**config.mk**
```make
export PLATFORM = sky130hd
export DESIGN_NAME = axi4_lite_req_arbiter
export DESIGN_NICKNAME = d
export VERILOG_FILES = /design/src/rtl/axi4_lite_req_arbiter_pkg.sv /design/src/rtl/axi4_lite_req_arbiter_rr_arbiter.sv /design/src/rtl/axi4_lite_req_arbiter.sv
export SDC_FILE = /design/constraint.sdc
export NUM_CORES = 1
export LEC_CHECK = 0
export CAP_MARGIN = 30
export CORE_MARGIN = 5
export CORE_UTILIZATION = 40
export CTS_CLUSTER_DIAMETER = 100
export DETAILED_ROUTE_END_ITERATION = 8
export PLACE_DENSITY = 0.86
export SETUP_SLACK_MARGIN = 0.02
export SLEW_MARGIN = 20
export SYNTH_ARGS = -nofsm -noshare
export SYNTH_HDL_FRONTEND = slang
export SYNTH_SLANG_ARGS = --single-unit
```
**constraint.sdc**
```tcl
create_clock -name ACLK -period 2.6 [get_ports ACLK]
set_clock_uncertainty 0.2 [all_clocks]
set_input_delay 0.52 -clock ACLK [delete_from_list [all_inputs] [get_ports ACLK]]
set_output_delay 0.52 -clock ACLK [all_outputs]
set_load 0.02 [all_outputs]
```
**src/rtl/axi4_lite_req_arbiter_pkg.sv**
```systemverilog
// Shared response codes and arbiter FSM state encoding for the AXI4-Lite
// request arbiter.
package axi4_lite_pkg;

  localparam logic [1:0] RESP_OKAY   = 2'b00;
  localparam logic [1:0] RESP_SLVERR = 2'b10;

  typedef enum logic [1:0] {
    IDLE,
    ISSUE,
    WAIT,
    RESP
  } arb_state_t;

endpackage

```
**src/rtl/axi4_lite_req_arbiter_rr_arbiter.sv**
```systemverilog
// Combinational round-robin pick: first asserted request at or above ptr,
// wrapping around, returned as one-hot, index and valid.
module rr_arbiter #(
  parameter int NUM_REQ = 2,
  parameter int IW      = 1
) (
  input  logic [NUM_REQ-1:0] req,
  input  logic [IW-1:0]      ptr,
  output logic [NUM_REQ-1:0] onehot,
  output logic [IW-1:0]      idx,
  output logic               valid
);

  int            k;
  logic [IW-1:0] k_idx;

  always_comb begin
    onehot = '0;
    idx    = '0;
    valid  = 1'b0;
    k      = 0;
    k_idx  = '0;
    for (int i = 0; i < NUM_REQ; i++) begin
      k = int'(ptr) + i;
      if (k >= NUM_REQ) k = k - NUM_REQ;
      k_idx = IW'(k);
      if (!valid && req[k_idx]) begin
        valid         = 1'b1;
        idx           = k_idx;
        onehot[k_idx] = 1'b1;
      end
    end
  end

endmodule

```
**src/rtl/axi4_lite_req_arbiter.sv**
```systemverilog
// Shares one AXI4-Lite master among NUM_REQ requesters: round-robin grant,
// one transaction in flight, completion by snooping R/B, watchdog error.
module axi4_lite_req_arbiter
  import axi4_lite_pkg::*;
#(
  parameter int NUM_REQ    = 2,
  parameter int DATA_WIDTH = 32,
  parameter int ADDRESS    = 32,
  parameter int TIMEOUT    = 256
) (
  input  logic                          ACLK,
  input  logic                          ARESETN,
  input  logic [NUM_REQ-1:0]            req,
  input  logic [NUM_REQ-1:0]            req_we,
  input  logic [NUM_REQ*ADDRESS-1:0]    req_addr,
  input  logic [NUM_REQ*DATA_WIDTH-1:0] req_wdata,
  output logic [NUM_REQ-1:0]            gnt,
  output logic [NUM_REQ-1:0]            done,
  output logic [DATA_WIDTH-1:0]         rsp_data,
  output logic [1:0]                    rsp_resp,
  output logic                          timeout_err,
  output logic                          read_s,
  output logic                          write_s,
  output logic [ADDRESS-1:0]            address,
  output logic [DATA_WIDTH-1:0]         W_data,
  input  logic                          mon_rvalid,
  input  logic                          mon_rready,
  input  logic [DATA_WIDTH-1:0]         mon_rdata,
  input  logic [1:0]                    mon_rresp,
  input  logic                          mon_bvalid,
  input  logic                          mon_bready,
  input  logic [1:0]                    mon_bresp
);

  localparam int IW   = (NUM_REQ > 1) ? $clog2(NUM_REQ) : 1;
  localparam int WD_W = $clog2(TIMEOUT);
  localparam logic [WD_W-1:0] WD_MAX = WD_W'(TIMEOUT - 1);

  arb_state_t         state;
  logic [IW-1:0]      ptr;
  logic [IW-1:0]      owner;
  logic               we_q;
  logic [WD_W-1:0]    wd;
  logic [NUM_REQ-1:0] pick_onehot;
  logic [IW-1:0]      pick_idx;
  logic               pick_vld;
  logic               hs;

  rr_arbiter #(
    .NUM_REQ (NUM_REQ),
    .IW      (IW)
  ) u_rr (
    .req    (req),
    .ptr    (ptr),
    .onehot (pick_onehot),
    .idx    (pick_idx),
    .valid  (pick_vld)
  );

  // Only the handshake matching the latched op type counts as completion.
  assign hs = we_q ? (mon_bvalid & mon_bready) : (mon_rvalid & mon_rready);

  always_ff @(posedge ACLK or negedge ARESETN) begin
    if (!ARESETN) begin
      state       <= IDLE;
      ptr         <= '0;
      owner       <= '0;
      we_q        <= 1'b0;
      wd          <= '0;
      gnt         <= '0;
      done        <= '0;
      rsp_data    <= '0;
      rsp_resp    <= RESP_OKAY;
      timeout_err <= 1'b0;
      read_s      <= 1'b0;
      write_s     <= 1'b0;
      address     <= '0;
      W_data      <= '0;
    end else begin
      read_s      <= 1'b0;
      write_s     <= 1'b0;
      done        <= '0;
      timeout_err <= 1'b0;
      case (state)
        IDLE: begin
          if (pick_vld) begin
            owner   <= pick_idx;
            we_q    <= req_we[pick_idx];
            address <= req_addr[int'(pick_idx)*ADDRESS +: ADDRESS];
            W_data  <= req_wdata[int'(pick_idx)*DATA_WIDTH +: DATA_WIDTH];
            gnt     <= pick_onehot;
            read_s  <= ~req_we[pick_idx];
            write_s <= req_we[pick_idx];
            wd      <= '0;
            state   <= ISSUE;
          end
        end
        ISSUE, WAIT: begin
          // A real handshake takes priority over a watchdog expiry in the same cycle.
          if (hs) begin
            rsp_data <= we_q ? '0 : mon_rdata;
            rsp_resp <= we_q ? mon_bresp : mon_rresp;
            done     <= gnt;
            state    <= RESP;
          end else if (state == WAIT && wd == WD_MAX) begin
            rsp_data    <= '0;
            rsp_resp    <= RESP_SLVERR;
            timeout_err <= 1'b1;
            done        <= gnt;
            state       <= RESP;
          end else begin
            if (state == WAIT) wd <= wd + 1'b1;
            state <= WAIT;
          end
        end
        RESP: begin
          gnt   <= '0;
          ptr   <= (owner == IW'(NUM_REQ - 1)) ? '0 : owner + 1'b1;
          state <= IDLE;
        end
        default: state <= IDLE;
      endcase
    end
  end

endmodule
```
==> flow_summary.yaml <==
status:
  status: "completed"
global_routing:
  grt_pass1_vias: 5137
  grt_max_degree: 83
  use_met2_pct: 36.38
  grt_first_pass_wirelength_um: 27390
  gr-usage-met1_pct: 25.51
  grt_overflow: 0
  grt_util_all_layers_pct: 21.92
  use_met3_pct: 8.443
  grt_antenna_before_repair: 0
  globalRoute.busiestLayer: "met2"
finish:
  nNetsFinal: 985
  area_growth_syn_to_layout_pct: 67.39
  post_route_cells_drive_above_1_share_pct: 6.005
  antenna_cells: 0
  mostFrequentLayoutCell: "sky130_fd_sc_hd__clkdlybuf4s50_1"
  final_cell_area_sq_um: 8947
  nFillCells: 1009
  leading_cell_types_in_the_layout_fill_and_taps_excluded: "sky130_fd_sc_hd__clkdlybuf4s50_1, sky130_fd_sc_hd__dfrtp_1, sky130_fd_sc_hd__o21ai_0"
timing:
  timing.final.ws_setup_ns: 0.2397
  fin_crit_sh_pct: 90.78
  hold_viol_final: 0
  aggregate_negative_setup_slack_ns: 0
  tightestPinTransition_ns: 0.6160
  fin_crit_ns: 2.360
  report.final.setup_viol: 0
  report.final.slew_viol_count: 0
  fmax_mhz: 423.7
  grt_setup_unrepaired: "no"
  timing.slew.headroom_pct: 58.93
detailed_routing:
  detail-route-antenna-nets: 0
  wire_per_inst_um: 17.27
  finalWirelength_um: 17140
  detail_route.drc_violations: 0
  vias: 4897
  detail_route.first_pass.iterations: 4
  vias_per_cell: 4.936
  detail_route.iter0.violations: 264
synth:
  synth-seq-area-share_pct: 55.24
  yosysTopAreaCellShare_pct: 55.24
  postSynthCellCount: 528
  mappedNetlistNets: 707
  post_synth_num_cell_types: 41
  ys_seq_elements: 118
  post_synth_instance_area_sq_um: 5345
  synth_area_per_cell_sq_um: 10.12
  post_synth_main_area_contributors: "sky130_fd_sc_hd__dfrtp_1, sky130_fd_sc_hd__mux2i_1, sky130_fd_sc_hd__o21ai_0"
  yosysWarningCount: 0
  synth_top_area_cell: "sky130_fd_sc_hd__dfrtp_1"
setup_path:
  cp-end-kind: "register"
  arrival_ns: 2.41
  worst-path-max-fanout: 37
  timing_worst_setup_path_type: "register to register"
  worst_ep_required_time_ns: 2.65
  cp_num_buf_inv: 0
  worstSetupStartpoint: "wd[0]$_DFFE_PN0P_"
  setup.worst_path.start_class: "register"
  slowest_delay_ns: 0.60
  crit_path_top_delay_cell: "sky130_fd_sc_hd__o21a_2"
  path_delay_family: "compound AO/OA/AOI/OAI gates"
  path_cells: "ha_1 > nand3_2 > nor3_4 > o21a_2 > o21ai_0"
  timing.rr.start: "wd[0]$_DFFE_PN0P_"
die:
  die-area_sq_um: 15770
  floorplan.core_area_sq_um: 13190
  rows: 42
  chipWidth_um: 125.6
  top_level_ports: 279
  floorplan.initialDensity_pct: 40.52
  dieHeight_um: 125.6
placed_design:
  weighted_congestion_at_the_end_of_routability_driven_global_placement: 0.8163
  dpl.hpwl_um: 12770
  placed_area_sq_um: 8387
  place_worst_setup_slack_ns: 0.2177
  io_buffer_count: 278
job:
  max_cap_violations: 0
min_path:
  min-delay-start: "owner$_DFFE_PN0P_"
  min-delay-path-class: "register to register"
clock_network:
  maximum_clock_path_buffer_count: 2
  cts_tree: "built"
  cts_inserted_buffers: 17
  cells_resized_by_post_cts_repair: 0
  tritoncts_num_sinks: 118
  cts-htree-levels: 4
  clk_pin_slew_worst_paths_ns: 0.05
  worst_skew_pair.late_latency_ns: 0.40
  clockRootBuffer: "sky130_fd_sc_hd__clkbuf_16"
power:
  leakagePower_nw: 4.038
  vdd_drop_max_mv: 0.5942
  power.density_nw_per_um2: 1105
-- final cells by class --
type                       count  area (sq um)  share of cell area [%]
timing repair buffer         294          2965                   33.14
tap                          176         220.2                   2.461
clock buffer                  25         505.5                   5.650
clock inverter                 4         45.04                  0.5034
multi-input combinational    336          2112                   23.61
inverter                      39         146.4                   1.636
sequential                   118          2953                   33.00
-- repair_timing --
item | CTS | global route
hold endpoints to repair | 37 | 0
hold buffers | 1 | 0
buffers inserted | 0 | 0
-- path summary, 6_finish.rpt --
kind,to,slack (ns),cells after the start
max in group asynchronous,rsp_data[13]$_DFFE_PN0P_,1.11,3
min in group asynchronous,W_data[6]$_DFFE_PN0P_,0.45,2
min,ptr$_DFFE_PN0P_,0.26,1
max reg2reg,rsp_data[23]$_DFFE_PN0P_,0.24,5
min reg2reg,ptr$_DFFE_PN0P_,0.26,1
max,rsp_data[23]$_DFFE_PN0P_,0.24,5
-- state kept, by name, indices dropped and copies added (netlist names) --
signal	count
timeout_err	1
gnt	2
rsp_resp	2
address	32
we_q	1
wd	8
owner	1
W_data	32
ptr	1
done	2
rsp_data	32
read_s	1
write_s	1
state	2
-- routing by layer --
metal,wire (um),share of wire (%)
met1,6404,37
met2,8379,49
met3,1814,11
met4,537,3.1
met5,0,0
-- worst register-to-register path: cells and delay by family (launching register included) --
kind	cells	cell delay, ns
compound gates	2	0.81
simple gates	2	0.55
flops	1	0.41
fa+ha+maj	1	0.24
-- per-stage QoR --
step / cells / utilization, % / total power, mW / hold slack (ns)
3_3_place_gp: 962 / 63.58 / 7.589 / 0.2473
4_1_cts: 992 / 67.83 / 9.979 / 0.2673
5_1_grt: 992 / 67.83 / 10.50 / 0.2927
2_1_floorplan: 528 / - / 5.434 / 0.02441
6_report: 992 / 67.83 / 9.882 / 0.2588
3_5_place_dp: 962 / 63.58 / 7.733 / 0.2431
-- Yosys cell counts --
| library cell | count |
|---|---|
| sky130_fd_sc_hd__a211o_1 | 1 |
| sky130_fd_sc_hd__a21boi_0 | 1 |
| sky130_fd_sc_hd__a21boi_1 | 1 |
| sky130_fd_sc_hd__a21o_1 | 2 |
| sky130_fd_sc_hd__a21oi_1 | 1 |
| sky130_fd_sc_hd__a22o_1 | 1 |
| sky130_fd_sc_hd__a2bb2oi_1 | 1 |
| sky130_fd_sc_hd__and2_1 | 3 |
| sky130_fd_sc_hd__and3_1 | 2 |
| sky130_fd_sc_hd__and4_1 | 1 |
| sky130_fd_sc_hd__buf_1 | 1 |
| sky130_fd_sc_hd__buf_2 | 11 |
| sky130_fd_sc_hd__buf_6 | 1 |
| sky130_fd_sc_hd__clkbuf_1 | 22 |
| sky130_fd_sc_hd__dfrtp_1 | 118 |
| sky130_fd_sc_hd__ha_1 | 5 |
| sky130_fd_sc_hd__inv_1 | 39 |
| sky130_fd_sc_hd__mux2_2 | 1 |
| sky130_fd_sc_hd__mux2i_1 | 69 |
| sky130_fd_sc_hd__nand2_1 | 76 |
| sky130_fd_sc_hd__nand2b_1 | 3 |
| sky130_fd_sc_hd__nand3_1 | 36 |
| sky130_fd_sc_hd__nand3_2 | 1 |
| sky130_fd_sc_hd__nand3b_1 | 1 |
| sky130_fd_sc_hd__nand4b_1 | 1 |
| sky130_fd_sc_hd__nor2_1 | 2 |
| sky130_fd_sc_hd__nor2b_1 | 2 |
| sky130_fd_sc_hd__nor3_4 | 1 |
| sky130_fd_sc_hd__nor3b_1 | 1 |
| sky130_fd_sc_hd__nor4_1 | 6 |
| sky130_fd_sc_hd__o211ai_2 | 1 |
| sky130_fd_sc_hd__o21a_1 | 1 |
| sky130_fd_sc_hd__o21a_2 | 1 |
| sky130_fd_sc_hd__o21ai_0 | 101 |
| sky130_fd_sc_hd__o21ai_1 | 1 |
| sky130_fd_sc_hd__o22a_1 | 4 |
| sky130_fd_sc_hd__o22ai_1 | 2 |
| sky130_fd_sc_hd__o31ai_1 | 1 |
| sky130_fd_sc_hd__o41ai_1 | 3 |
| sky130_fd_sc_hd__or3_1 | 1 |
| sky130_fd_sc_hd__or3b_1 | 1 |
-- report_power, final --
part           internal [mW]  leakage [nW]  switching, mW
combinational           2.11          2.26           2.55
clock                   1.42         0.275          0.774
sequential              2.59          1.50          0.438
total                   6.12          4.04           3.76
-- logic make-up after synthesis --
kind of cell / count (synthesis) / share of synthesized area (%)
flip-flops: 118 / 55.24
multiplexers: 70 / 13.13
adder cells (fa/ha/maj): 5 / 1.170
AO/OA/AOI/OAI: 123 / 12.76
buffers and inverters: 74 / 5.594
AND/OR/NAND/NOR: 138 / 12.10
Note: power is estimated with default switching activity, not from simulation.
==> RTL edit 1 (same settings) <==
`NUM_REQ` is set to 2 in 2 places; all go to 4.
--- a/src/rtl/axi4_lite_req_arbiter_rr_arbiter.sv
+++ b/src/rtl/axi4_lite_req_arbiter_rr_arbiter.sv
@@ -1,7 +1,7 @@
 // Combinational round-robin pick: first asserted request at or above ptr,
 // wrapping around, returned as one-hot, index and valid.
 module rr_arbiter #(
-  parameter int NUM_REQ = 2,
+  parameter int NUM_REQ = 4,
   parameter int IW      = 1
 ) (
   input  logic [NUM_REQ-1:0] req,
--- a/src/rtl/axi4_lite_req_arbiter.sv
+++ b/src/rtl/axi4_lite_req_arbiter.sv
@@ -3,7 +3,7 @@
 module axi4_lite_req_arbiter
   import axi4_lite_pkg::*;
 #(
-  parameter int NUM_REQ    = 2,
+  parameter int NUM_REQ    = 4,
   parameter int DATA_WIDTH = 32,
   parameter int ADDRESS    = 32,
   parameter int TIMEOUT    = 256
Interface: changed (6 resized); port bits go from 279 to 415. No check against the original RTL was run, so the function may have changed too.
==> RTL edit 1 against the unedited design <==
The flow now finishes with violations (setup timing); via count is 59% higher; sequential power rose by 12%; worst setup slack worse by 0.40 ns; worst hold slack better by 0.0086 ns; wire length is 92% higher; power is 90% higher; synthesized cell count is 29% higher; design area increased by 55%; synthesized area rose by 40%; utilization rose by 7.0 points; clock power increased by 5%; sequential cell count grew 6; sequential share of layout area down 11 points; largest cell class unchanged; largest power group unchanged.
==> RTL edit 1: results (changes against the unedited design) <==
Outcome
  • Run status: finished, violations left
  • Violated checks: setup timing

STA
  • Worst setup margin: -0.1651 ns (-0.4048 ns)
  • Transition time at the pin with the least slew margin: 0.5366 ns (-0.07943 ns)
  • Number of endpoints failing setup at the final stage: 67 (+67)

Global routing
  • Global-route wire length before repair: 47870 um (+75%)
  • Pin count of the biggest net entering global routing: 49 (-41%)
  • Number of antenna violations at the first check in global routing: 4 (+4)
  • Vias in the first global route: 8269 (+61%)
  • Overall fraction of global-route tracks in use: 28.47% (+6.6 points)

Synth
  • Leading post-synthesis cells by cell area: sky130_fd_sc_hd__dfrtp_1 (41%), sky130_fd_sc_hd__mux2i_1 (18%), sky130_fd_sc_hd__a221oi_2 (12%)
  • Netlist cell types: 51 (+24%)
  • Share of the yosys chip area belonging to registers: 41.48% (-14 points)
  • Synthesized net count: 1002 (+42%)
  • Most used standard cells in the synthesized netlist: sky130_fd_sc_hd__mux2i_1 (131), sky130_fd_sc_hd__dfrtp_1 (124), sky130_fd_sc_hd__nand2_1 (94)

Placed design
  • Pre-CTS setup slack: -0.5712 ns (-0.7888 ns)
  • Instance area after placement: 12420 sq um (+48%)
  • Number of input and output port buffers inserted: 414 (+49%)
  • Post-detailed-placement half-perimeter wirelength: 23590 um (+85%)
  • Final GP Congestion: 0.8646 (+5.9%)

Setup path
  • Length in cells of the worst reg-to-reg path: 10 (+5)
  • Slowest cell on the critical path: sky130_fd_sc_hd__dfrtp_2
  • Crit path arrival time: 2.87 ns (+0.46 ns)
  • Biggest cell delay along the critical path: 0.42 ns (-0.18 ns)
  • CP Max Fanout: 13 (-65%)

Power
  • IR drop worst, VDD: 1.064 mV (+79%)
  • Cell leakage power: 5.752 nW (+42%)

Hold path
  • Class of the tightest hold or removal check: input pin to async pin

Drt
  • Number of vias after detailed routing: 7799 (+59%)
  • Number of violations reported at the end of detailed-routing iteration 0: 468 (+77%)
  • Total Wirelength: 32820 um (+92%)
  • Number of detailed-route iterations in the first pass: 6 (+2)

Final layout
  • Total number of nets in the final design: 1488 (+51%)
  • Share of cells above drive strength 1: 25.83% (+20 points)
  • Filler cells: 1140 (+13%)

Clock network
  • Reg clk slew, reported paths: 0.07 ns (+0.02 ns)
  • Worst-skew pair later-pin latency: 0.42 ns (+0.02 ns)
## RTL edit 1: layout make-up
cell class,instances,share of cell area [%]
inverter,7,0.2249
antenna,2,0.03598
sequential,124,22.33
tap,234,2.105
timing repair buffer,515,38.40
clock inverter,12,0.8276
multi-input combinational,503,32.86
clock buffer,20,3.212
## RTL edit 1: cell families (layout without fill, tap and decap cells)
group / after synthesis / after routing / synth area share (%)
compound gates: 150 / 150 / 20.05
fa+ha+maj: 14 / 14 / 2.342
buf+inv: 55 / 554 / 5.586
flops: 124 / 124 / 41.48
mux: 138 / 138 / 19.03
other cells: 0 / 2 / 0
simple gates: 201 / 201 / 11.51
## RTL edit 1: routing by layer
metal	GRT usage [%]	wire length (um)	vias to the layer above
li1	-	-	3498
met1	33.25	12320	3854
met2	49.80	17100	376
met3	8.421	2401	67
met4	10.07	971	4
met5	0	27	-
## RTL edit 1: path summary, 6_finish.rpt
check | end | from
worst max register to register | address[1]$_DFFE_PN0P_ | ptr[0]$_DFFE_PN0P_
min in group ACLK | rsp_data[23]$_DFFE_PN0P_ | rsp_data[23]$_DFFE_PN0P_
worst min register to register | rsp_data[23]$_DFFE_PN0P_ | rsp_data[23]$_DFFE_PN0P_
max in group asynchronous | W_data[6]$_DFFE_PN0P_ | ARESETN
worst min-delay path | done[1]$_DFF_PN0_ | ARESETN
worst max-delay path | address[1]$_DFFE_PN0P_ | ptr[0]$_DFFE_PN0P_
## RTL edit 1: metrics by stage
stage | util, % | hold slack [ns] | total power, mW | setup TNS (ns) | std cells
floorplan | - | 0.02441 | 10.11 | -5.696 | 682
global placement | 66.85 | 0.1470 | 13.89 | -27.61 | 1364
detailed placement | 66.85 | 0.1490 | 14.21 | -33.84 | 1364
CTS | 73.17 | 0.2510 | 17.99 | -2.153 | 1410
global route | 74.86 | 0.2569 | 19.65 | -9.552 | 1417
finish | 74.86 | 0.2674 | 18.82 | -5.242 | 1417
## RTL edit 1: what timing repair did
item                                    CTS  global route
hold endpoints to repair                 54             0
pin swaps                                 6            16
resized for setup                        93            44
endpoints found under the setup margin   65            68
gates cloned                              3             3
hold buffers                              1             0
buffers inserted                         10             2
## RTL edit 1: where the power goes
part	internal, mW	switching (mW)
Clock	1.35	0.946
Sequential	2.83	0.572
Combinational	6.81	6.31
==> RTL edit 2 (config.mk and constraints unchanged) <==
Made on the original files. Encoding of `arb_state_t`: now Gray code (2 bits for 4 states).
--- a/src/rtl/axi4_lite_req_arbiter_pkg.sv
+++ b/src/rtl/axi4_lite_req_arbiter_pkg.sv
@@ -6,10 +6,10 @@
   localparam logic [1:0] RESP_SLVERR = 2'b10;
 
   typedef enum logic [1:0] {
-    IDLE,
-    ISSUE,
-    WAIT,
-    RESP
+    IDLE  = 2'b00,
+    ISSUE = 2'b01,
+    WAIT  = 2'b11,
+    RESP  = 2'b10
   } arb_state_t;
 
 endpackage
Behaviour: no difference found for any inputs over 4 cycles, from zero or initial values and one cycle with ARESETN low; so few cycles prove little.
==> RTL edit 2 against the unedited design <==
Clock power shrank 2%; power shrank 4.6%; synthesized cell count shrank 1.7%; worst setup slack gained 0.17 ns; wire length shrank 1.7%; design area shrank 2.1%; fmax grew 7.7%; count of clock-buffer cells in the layout shrank 2; synthesized area shrank 1.8%; sequential cell count is the same; critical path depth is the same.
==> RTL edit 2: results (changes against the unedited design) <==
Outcome
  • Run status: finished, final reports clean

Drt
  • Number of violations reported at the end of detailed-routing iteration 0: 314 (+19%)
  • Total Wirelength: 16850 um (-1.7%)
  • Number of vias after detailed routing: 4854 (-0.88%)

Hold path
  • Worst-case hold path end point: owner$_DFFE_PN0P_
  • WHS Path Cells: 2 (+1)

Placed design
  • Instance area after placement: 8214 sq um (-2.1%)
  • Placed insts: 943 (-2.0%)
  • Post-detailed-placement half-perimeter wirelength: 12830 um (+0.42%)
  • Pre-CTS setup slack: 0.01671 ns (-0.2010 ns)
  • Final GP Congestion: 0.8123 (-0.49%)

Final layout
  • Share of cells above drive strength 1: 5.625% (-0.38 points)
  • Final instance count without filler cells: 972 (-2.0%)
  • Filler cells: 928 (-8.0%)
  • Utilization of the core after routing: 68.87% (+1.0 points)

Setup path
  • Worst-case register-to-register setup slack: 0.51 ns (+0.27 ns)
  • Cell type group with the largest total delay on the critical path: buffers and inverters
  • Slowest cell on the critical path: sky130_fd_sc_hd__buf_4
  • Length in cells of the worst reg-to-reg path: 3 (-2)
  • Biggest cell delay along the critical path: 0.56 ns (-0.04 ns)
  • CP startpoint: req[0]
  • Crit path arrival time: 2.23 ns (-0.18 ns)
  • CP Max Fanout: 88 (+140%)
  • Launch point of the worst reg-to-reg path: state[0]$_DFFE_PN0P_

Global routing
  • Global-route wire length before repair: 27410 um (about the same)
  • Overall fraction of global-route tracks in use: 22.04% (+0.12 points)
  • Vias in the first global route: 5245 (+2.1%)
  • Pin count of the biggest net entering global routing: 89 (+7.2%)

Synth
  • Multiplexer fraction of the synthesized cell area: 13.02% (-0.11 points)
  • Share of the yosys chip area belonging to registers: 56.27% (+1.0 points)
  • Netlist cell types: 35 (-15%)
  • Most used standard cells in the synthesized netlist: sky130_fd_sc_hd__dfrtp_1 (118), sky130_fd_sc_hd__o21ai_0 (102), sky130_fd_sc_hd__nand2_1 (72)
  • Complex-gate fraction of the synthesized area: 12.47% (-0.29 points)
  • Synthesized net count: 694 (-1.8%)
  • Cell count after synthesis: 519 (-1.7%)
  • Leading post-synthesis cells by cell area: sky130_fd_sc_hd__dfrtp_1 (56%), sky130_fd_sc_hd__mux2i_1 (13%), sky130_fd_sc_hd__o21ai_0 (9.7%)

STA
  • Part of the cycle the worst path needs: 84.30% (-6.5 points)
  • Transition time at the pin with the least slew margin: 0.7065 ns (+0.09044 ns)

Power
  • Cell leakage power: 3.970 nW (-1.7%)
==> RTL edit 2: cell count changes after synthesis, sizes merged, moves of 4 or more <==
cell and change:
clkbuf +4, ha -4, nand2 -4, nor2 +6, nor4 -5
==> RTL edit 2: where the power goes <==
group          total [mW]  switching (mW)  internal (mW)
logic                4.16            2.20           1.96
clock network        2.14           0.758           1.38
registers            3.13           0.530           2.60
total                9.43            3.49           5.94
==> RTL edit 2: per-layer routing <==
metal / GRT usage, % / share of wire [%] / routed length (um)
met1: 24.25 / 38 / 6398
met2: 38.10 / 51 / 8515
met3: 8.962 / 9.2 / 1551
met4: 8.317 / 2.3 / 381
met5: 0 / 0 / 0
==> RTL edit 2: cell type report <==
class | count | share of cell area, %
inverters | 36 | 1.542
well taps | 172 | 2.456
repair buffers | 290 | 33.21
flip-flops and latches | 118 | 33.70
clock inverters | 5 | 0.5712
clock buffers | 23 | 5.569
multi-input cells | 328 | 22.95
